<file path="src/rtl/mult_arbiter_if.sv">
// Signal bundle between mult_arbiter, its requesters and the shared multiplier.
// The arbiter connects through the slave modport. The requesters and the multiplier connect through the master modport.
interface mult_arbiter_if #(
    parameter int WIDTH   = 4,
    parameter int NUM_REQ = 4
);
    logic [NUM_REQ-1:0]       req;
    logic [NUM_REQ*WIDTH-1:0] reqMultiplier;
    logic [NUM_REQ*WIDTH-1:0] reqMultiplicand;
    logic [NUM_REQ-1:0]       gnt;
    logic [NUM_REQ-1:0]       respValid;
    logic [2*WIDTH-1:0]       respProduct;
    logic                     respError;
    logic                     busy;
    logic                     mulStart;
    logic [WIDTH-1:0]         mulMultiplier;
    logic [WIDTH-1:0]         mulMultiplicand;
    logic [2*WIDTH-1:0]       mulProduct;
    logic                     mulDone;

    modport master (
        output req, reqMultiplier, reqMultiplicand, mulProduct, mulDone,
        input  gnt, respValid, respProduct, respError, busy,
               mulStart, mulMultiplier, mulMultiplicand
    );

    modport slave (
        input  req, reqMultiplier, reqMultiplicand, mulProduct, mulDone,
        output gnt, respValid, respProduct, respError, busy,
               mulStart, mulMultiplier, mulMultiplicand
    );
endinterface

</file>
<file path="src/rtl/mult_arbiter.sv">
// Round-robin arbiter that shares one sequential multiplier among NUM_REQ requesters,
// with a watchdog that answers with an error if the multiplier never reports done.
module mult_arbiter #(
    parameter int WIDTH   = 4,
    parameter int NUM_REQ = 4,
    parameter int TIMEOUT = 64
) (
    input  logic          clk,
    input  logic          rst,
    mult_arbiter_if.slave bus
);
    localparam int PTR_W = $clog2(NUM_REQ);
    localparam int SUM_W = PTR_W + 1;
    localparam int CNT_W = $clog2(TIMEOUT);

    typedef enum logic [1:0] {IDLE, ISSUE, WAIT, RESP} state_t;

    state_t             state_q, state_d;
    logic [PTR_W-1:0]   rr_ptr_q, rr_ptr_d;
    logic [CNT_W-1:0]   wait_cnt_q, wait_cnt_d;
    logic [NUM_REQ-1:0] gnt_q, gnt_d;
    logic [NUM_REQ-1:0] resp_valid_q, resp_valid_d;
    logic [2*WIDTH-1:0] resp_product_q, resp_product_d;
    logic               resp_error_q, resp_error_d;
    logic               busy_q, busy_d;
    logic               mul_start_q, mul_start_d;
    logic [WIDTH-1:0]   mul_a_q, mul_a_d;
    logic [WIDTH-1:0]   mul_b_q, mul_b_d;

    logic [SUM_W-1:0]   rr_sum;
    logic [PTR_W-1:0]   rr_cand;
    logic [PTR_W-1:0]   sel_idx;
    logic               sel_found;
    logic [WIDTH-1:0]   sel_a;
    logic [WIDTH-1:0]   sel_b;

    // The search starts at rr_ptr_q and wraps. The single subtract is enough because rr_ptr_q + k < 2*NUM_REQ.
    always_comb begin
        sel_found = 1'b0;
        sel_idx   = '0;
        rr_sum    = '0;
        rr_cand   = '0;
        for (int k = 0; k < NUM_REQ; k++) begin
            rr_sum = {1'b0, rr_ptr_q} + SUM_W'(k);
            if (rr_sum >= SUM_W'(NUM_REQ)) begin
                rr_sum = rr_sum - SUM_W'(NUM_REQ);
            end
            rr_cand = rr_sum[PTR_W-1:0];
            if (!sel_found && bus.req[rr_cand]) begin
                sel_found = 1'b1;
                sel_idx   = rr_cand;
            end
        end
    end

    always_comb begin
        sel_a = '0;
        sel_b = '0;
        for (int i = 0; i < NUM_REQ; i++) begin
            if (sel_idx == PTR_W'(i)) begin
                sel_a = bus.reqMultiplier[i*WIDTH +: WIDTH];
                sel_b = bus.reqMultiplicand[i*WIDTH +: WIDTH];
            end
        end
    end

    always_comb begin
        state_d        = state_q;
        rr_ptr_d       = rr_ptr_q;
        wait_cnt_d     = wait_cnt_q;
        gnt_d          = gnt_q;
        resp_valid_d   = '0;
        resp_product_d = resp_product_q;
        resp_error_d   = resp_error_q;
        busy_d         = busy_q;
        mul_start_d    = 1'b0;
        mul_a_d        = mul_a_q;
        mul_b_d        = mul_b_q;

        case (state_q)
            IDLE: begin
                if (sel_found) begin
                    gnt_d       = NUM_REQ'(1) << sel_idx;
                    mul_a_d     = sel_a;
                    mul_b_d     = sel_b;
                    rr_ptr_d    = (sel_idx == PTR_W'(NUM_REQ - 1)) ? '0 : sel_idx + PTR_W'(1);
                    mul_start_d = 1'b1;
                    busy_d      = 1'b1;
                    state_d     = ISSUE;
                end
            end
            // A done seen here belongs to an earlier operation, so it is ignored.
            ISSUE: begin
                wait_cnt_d = '0;
                state_d    = WAIT;
            end
            WAIT: begin
                if (bus.mulDone) begin
                    resp_product_d = bus.mulProduct;
                    resp_error_d   = 1'b0;
                    resp_valid_d   = gnt_q;
                    state_d        = RESP;
                end else if (wait_cnt_q == CNT_W'(TIMEOUT - 1)) begin
                    resp_product_d = '0;
                    resp_error_d   = 1'b1;
                    resp_valid_d   = gnt_q;
                    state_d        = RESP;
                end else begin
                    wait_cnt_d = wait_cnt_q + CNT_W'(1);
                end
            end
            RESP: begin
                gnt_d          = '0;
                resp_product_d = '0;
                resp_error_d   = 1'b0;
                busy_d         = 1'b0;
                state_d        = IDLE;
            end
            default: begin
                state_d = IDLE;
            end
        endcase
    end

    always_ff @(posedge clk or posedge rst) begin
        if (rst) begin
            state_q        <= IDLE;
            rr_ptr_q       <= '0;
            wait_cnt_q     <= '0;
            gnt_q          <= '0;
            resp_valid_q   <= '0;
            resp_product_q <= '0;
            resp_error_q   <= 1'b0;
            busy_q         <= 1'b0;
            mul_start_q    <= 1'b0;
            mul_a_q        <= '0;
            mul_b_q        <= '0;
        end else begin
            state_q        <= state_d;
            rr_ptr_q       <= rr_ptr_d;
            wait_cnt_q     <= wait_cnt_d;
            gnt_q          <= gnt_d;
            resp_valid_q   <= resp_valid_d;
            resp_product_q <= resp_product_d;
            resp_error_q   <= resp_error_d;
            busy_q         <= busy_d;
            mul_start_q    <= mul_start_d;
            mul_a_q        <= mul_a_d;
            mul_b_q        <= mul_b_d;
        end
    end

    assign bus.gnt             = gnt_q;
    assign bus.respValid       = resp_valid_q;
    assign bus.respProduct     = resp_product_q;
    assign bus.respError       = resp_error_q;
    assign bus.busy            = busy_q;
    assign bus.mulStart        = mul_start_q;
    assign bus.mulMultiplier   = mul_a_q;
    assign bus.mulMultiplicand = mul_b_q;
endmodule

</file>
<file path="src/flat_wrapper.sv">
// flat-port wrapper written by rule: the top's interface ports become plain ports
module mult_arbiter_flat 
#(
    parameter int WIDTH   = 4,
    parameter int NUM_REQ = 4,
    parameter int TIMEOUT = 64
)
  (clk, rst, bus_req, bus_reqMultiplier, bus_reqMultiplicand, bus_mulProduct, bus_mulDone, bus_gnt, bus_respValid, bus_respProduct, bus_respError, bus_busy, bus_mulStart, bus_mulMultiplier, bus_mulMultiplicand);
  mult_arbiter_if #(.WIDTH(WIDTH), .NUM_REQ(NUM_REQ)) bus_i ();
  input  logic clk;
  input  logic rst;
  input wire logic [$bits(bus_i.req)-1:0] bus_req;
  input wire logic [$bits(bus_i.reqMultiplier)-1:0] bus_reqMultiplier;
  input wire logic [$bits(bus_i.reqMultiplicand)-1:0] bus_reqMultiplicand;
  input wire logic [$bits(bus_i.mulProduct)-1:0] bus_mulProduct;
  input wire logic [$bits(bus_i.mulDone)-1:0] bus_mulDone;
  output wire logic [$bits(bus_i.gnt)-1:0] bus_gnt;
  output wire logic [$bits(bus_i.respValid)-1:0] bus_respValid;
  output wire logic [$bits(bus_i.respProduct)-1:0] bus_respProduct;
  output wire logic [$bits(bus_i.respError)-1:0] bus_respError;
  output wire logic [$bits(bus_i.busy)-1:0] bus_busy;
  output wire logic [$bits(bus_i.mulStart)-1:0] bus_mulStart;
  output wire logic [$bits(bus_i.mulMultiplier)-1:0] bus_mulMultiplier;
  output wire logic [$bits(bus_i.mulMultiplicand)-1:0] bus_mulMultiplicand;
  assign bus_i.req = bus_req;
  assign bus_i.reqMultiplier = bus_reqMultiplier;
  assign bus_i.reqMultiplicand = bus_reqMultiplicand;
  assign bus_i.mulProduct = bus_mulProduct;
  assign bus_i.mulDone = bus_mulDone;
  assign bus_gnt = bus_i.gnt;
  assign bus_respValid = bus_i.respValid;
  assign bus_respProduct = bus_i.respProduct;
  assign bus_respError = bus_i.respError;
  assign bus_busy = bus_i.busy;
  assign bus_mulStart = bus_i.mulStart;
  assign bus_mulMultiplier = bus_i.mulMultiplier;
  assign bus_mulMultiplicand = bus_i.mulMultiplicand;
  mult_arbiter #(.WIDTH(WIDTH), .NUM_REQ(NUM_REQ), .TIMEOUT(TIMEOUT)) u_core (.clk(clk), .rst(rst), .bus(bus_i));
endmodule
</file>
<file path="config.mk">
export PLATFORM = sky130hd
export DESIGN_NAME = mult_arbiter_flat
export DESIGN_NICKNAME = d
export VERILOG_FILES = /design/src/rtl/mult_arbiter_if.sv /design/src/rtl/mult_arbiter.sv /design/src/flat_wrapper.sv
export SDC_FILE = /design/constraint.sdc
export NUM_CORES = 1
export LEC_CHECK = 0
export BUFFER_PORTS_ARGS = -buffer_cell sky130_fd_sc_hd__buf_2
export CAP_MARGIN = 10
export CORE_MARGIN = 4
export CORE_UTILIZATION = 49
export CTS_CLUSTER_DIAMETER = 60
export CTS_CLUSTER_SIZE = 28
export DETAILED_ROUTE_END_ITERATION = 16
export PLACE_DENSITY = 0.86
export SLEW_MARGIN = 5
export SYNTH_ARGS = -nofsm -noshare
export SYNTH_HDL_FRONTEND = slang
export SYNTH_SLANG_ARGS = --single-unit
</file>
<file path="constraint.sdc">
create_clock -name clk -period 2.28 [get_ports clk]
set_input_delay 0 -clock clk [delete_from_list [all_inputs] [get_ports clk]]
set_output_delay 0 -clock clk [all_outputs]
set_load 0.05 [all_outputs]
</file>
==> results by group <==
Timing
  – WHS: between 0.06 and 0.07 ns
  – Final hold vios: 0
  – Relative slew slack: 67.0%
  – Peak Freq: about 470 MHz
  – Transition time of the tightest slew-check pin: between 0.4 and 0.5 ns
  – Setup TNS: 0 ns
  – Final period util: between 90% and 100%
  – Final setup violation count: 0
  – Min Clock Period, post-route: around 2.1 ns
  – Worst Skew: about 0.0051 ns
  – Final Max Tran Viols: 0

Die
  – Core area: approximately 0.0038 mm2
  – Num ports: 74
  – Chip height: 71.7 um
  – Die span in x: approximately 72 um
  – Num rows: 22
  – Starting Density: roughly 52%
  – Die area: about 0.0051 mm2

Routing
  – Drc violations: 0
  – DRT Wirelength: between 5000 and 6000 um
  – Vias per inst: roughly 5.5
  – ANT nets after route: 0
  – Wirelength per Cell: 15.4 um
  – Via count: around 1900
  – TritonRoute pass-1 iters: 4
  – First DRT Iteration DRCs: about 250

Setup path
  – WP buf/inv: 2
  – Most frequent CP cell: buf_4
  – Worst-path cell chain: nand2b_1 -> a21oi_2 -> nor4_2 -> buf_4 -> ha_2 -> buf_4 -> a221oi_1 -> a211o_1 -> a31oi_1
  – Slowest stage delay, CP: roughly 0.43 ns
  – Slowest library cell on the worst path: dfrtp_1
  – Critical path's top delay family: compound AO/OA/AOI/OAI gates
  – Startpoint Class: flip-flop
  – CP endpoint kind: flip-flop
  – Critical Path RT: 2.49 ns
  – Reg-to-Reg Start: u_core.rr_ptr_q[1]
  – Worst Path Arrival: about 2.3 ns
  – Crit path from: u_core.rr_ptr_q[1]
  – CP Class: reg2reg
  – Critical-path maximum fanout: 9

Yosys
  – Syn_nets: 264
  – Post-synth EDFFs: 0
  – Sequential area share after synthesis: between 40 and 50%
  – Mapped cell area: ~0.0020 mm2
  – Netlist cell types: 39
  – Most used DFF post-synth: dfrtp_1
  – Synth Instances: ~210
  – Synthesized area per cell: 9.59 um2
  – Synth area leader: dfrtp_1
  – Share of the synthesized area in the top cell type: between 40% and 50%
  – Synth warn: 0
  – Synth top area cells: dfrtp_1, ha_1, a211o_1
  – Flops & latches, synth: 37
  – Post-synthesis async set-or-reset flop share: 100%

Global routing
  – First-pass GRT wire length: 8830 um
  – Initial antenna violation count: 0
  – Largest net degree at the start of global routing: 38
  – Global route overflow: 0
  – Tot GR Track Use: roughly 22%
  – Vias in the first global route: between 1500 and 2000

Clock tree
  – H-tree depth: 2
  – Clock Latency Late Sink: about 0.29 ns
  – Inserted Clock Buffers: 5
  – Clock buffer depth: 2
  – CTS sink cnt: 37
  – Reg clk slew, reported paths: approximately 0.070 ns
  – CTS tree: yes
  – CTS root buffer: clkbuf_8

Final layout
  – Share of cells above drive strength 1: 32.8%
  – Post-layout net count: 358
  – Most frequent cells in the layout: buf_2, dfrtp_1, inv_1, nor2_1, dlygate4sd3_1
  – Area grow syn2layout: 38.0%
  – Ant. Diodes: 0
  – Commonest non-fill, non-tap cell in the layout: buf_2
  – Final core utilization: about 72%

Hold path
  – Hold Startpoint: bus_reqMultiplicand[11]
  – Hold crit path type: in2reg

Power
  – Cell internal pwr: around 2.0 mW
  – Gate power share: between 50% and 60%
  – Pwr dens: 1360 mW/mm2
  – Clk pwr share: roughly 16%
  – NetSw: 1.77 mW
  – Total power: approximately 3.7 mW
  – Leakage power: 1.42 nW
  – Sw Share: a little under half
  – VDD IR max: ~0.00075 V
  – Share of total power in sequential cells: between 20% and 30%

Placed design
  – IO buf count: 73
  – Final HPWL from detailed placement: ~3600 um
  – GP Congestion: between 0.8 and 0.9

Job
  – Max cap viols: 0

Outcome
  – Outcome: complete, no violations
-- power by group through the flow --
stage | registers, mW | clock network, mW | logic (mW)
2_1_floorplan | 1.62 | 0 | 0.922
3_3_place_gp | 1.04 | 0 | 1.96
3_5_place_dp | 1.05 | 0 | 1.99
4_1_cts | 1.04 | 0.602 | 2.04
5_1_grt | 1.08 | 0.639 | 2.25
6_report | 1.04 | 0.590 | 2.09
-- synth_stat cells (2+ instances only) --
cell / count
a211o_1: 8
a21oi_1: 11
a221oi_1: 8
a22o_1: 8
a31oi_1: 10
and2_1: 2
and3_1: 5
buf_2: 5
clkbuf_1: 7
dfrtp_1: 37
ha_1: 10
inv_1: 18
mux2_1: 2
mux2i_1: 2
nand2_1: 15
nand2b_1: 2
nor2_1: 17
nor2b_1: 8
nor3_1: 3
o21a_1: 2
o21ai_0: 8
o22ai_1: 2
-- routing by layer --
metal / global-route usage [%] / vias up / part of all wire, %
met3: 4.77 / 16 / 6.3
met5: 0 / - / 0
li1: - / 930 / -
met4: 8.56 / 0 / 2.6
met2: 35.7 / 71 / 52
met1: 27.5 / 923 / 39
-- state kept, by name (all words and copies together) (netlist names) --
signal / cells
u_core.bus.respProduct: 8
u_core.wait_cnt_q: 6
u_core.bus.gnt: 4
u_core.bus.mulMultiplicand: 4
u_core.bus.mulMultiplier: 4
u_core.bus.respValid: 4
u_core.rr_ptr_q: 2
u_core.state_q: 2
u_core.bus.busy: 1
u_core.bus.mulStart: 1
u_core.bus.respError: 1
-- cells by family (layout without fill, tap and decap cells) --
kind of cell,after synthesis,in the layout,synth area share [%]
muxes,4,4,2.14
DFF,37,37,46.6
xor gates and xnor gates,1,1,0.441
AOI/OAI and AO/OA,64,64,23.0
and+or+nand+nor,60,60,15.1
buffers and inverters,31,126,6.36
adders and majority gates,10,10,6.30
-- worst min-delay path: stages --
cell and delay (ns):
buf_2 0.10, inv_1 0.04, a211o_1 0.11, a31oi_1 0.07
-- final cells by class --
type                            count  area (um2)
Inverter                           18        67.6
Clock inverter                      2        37.5
Clock buffer                        6        82.6
Multi-Input combinational cell    139         956
Timing Repair Buffer              100         611
Fill cell                         279        1060
Tap cell                           48        60.1
Sequential cell                    37         926
-- stage by stage --
step	std cells	setup WS [ns]	instance area, um2
final	350	0.153	2740
after global routing	350	-0.0162	2740
after CTS	349	0.0493	2710
after detailed placement	324	-0.0712	2420
after global placement	324	-0.0210	2420
after floorplan	207	0.188	1990
-- final timing paths --
| path | endpoint | depth (start not counted) | slack (ns) |
|---|---|---|---|
| max in group asynchronous | u_core.wait_cnt_q[1] | 4 | 1.59 |
| worst min register to register | u_core.bus.respProduct[6] | 1 | 0.49 |
| min in group asynchronous | u_core.bus.mulStart | 4 | 0.36 |
| worst min-delay path | u_core.bus.mulMultiplicand[3] | 4 | 0.06 |
| worst max-delay path | u_core.bus.mulMultiplicand[0] | 9 | 0.15 |
| worst max register to register | u_core.bus.mulMultiplicand[0] | 9 | 0.15 |
-- what timing repair did --
| item | in CTS | in global routing |
|---|---|---|
| pin swaps | 0 | 1 |
| endpoints found under the hold margin | 53 | 0 |
| cloned | 0 | 0 |
| hold buffers | 17 | 0 |
| endpoints found under the setup margin | 8 | 8 |
| gates resized for setup | 1 | 6 |
| buffers inserted | 0 | 1 |
Power figures use the tool's default switching activity.
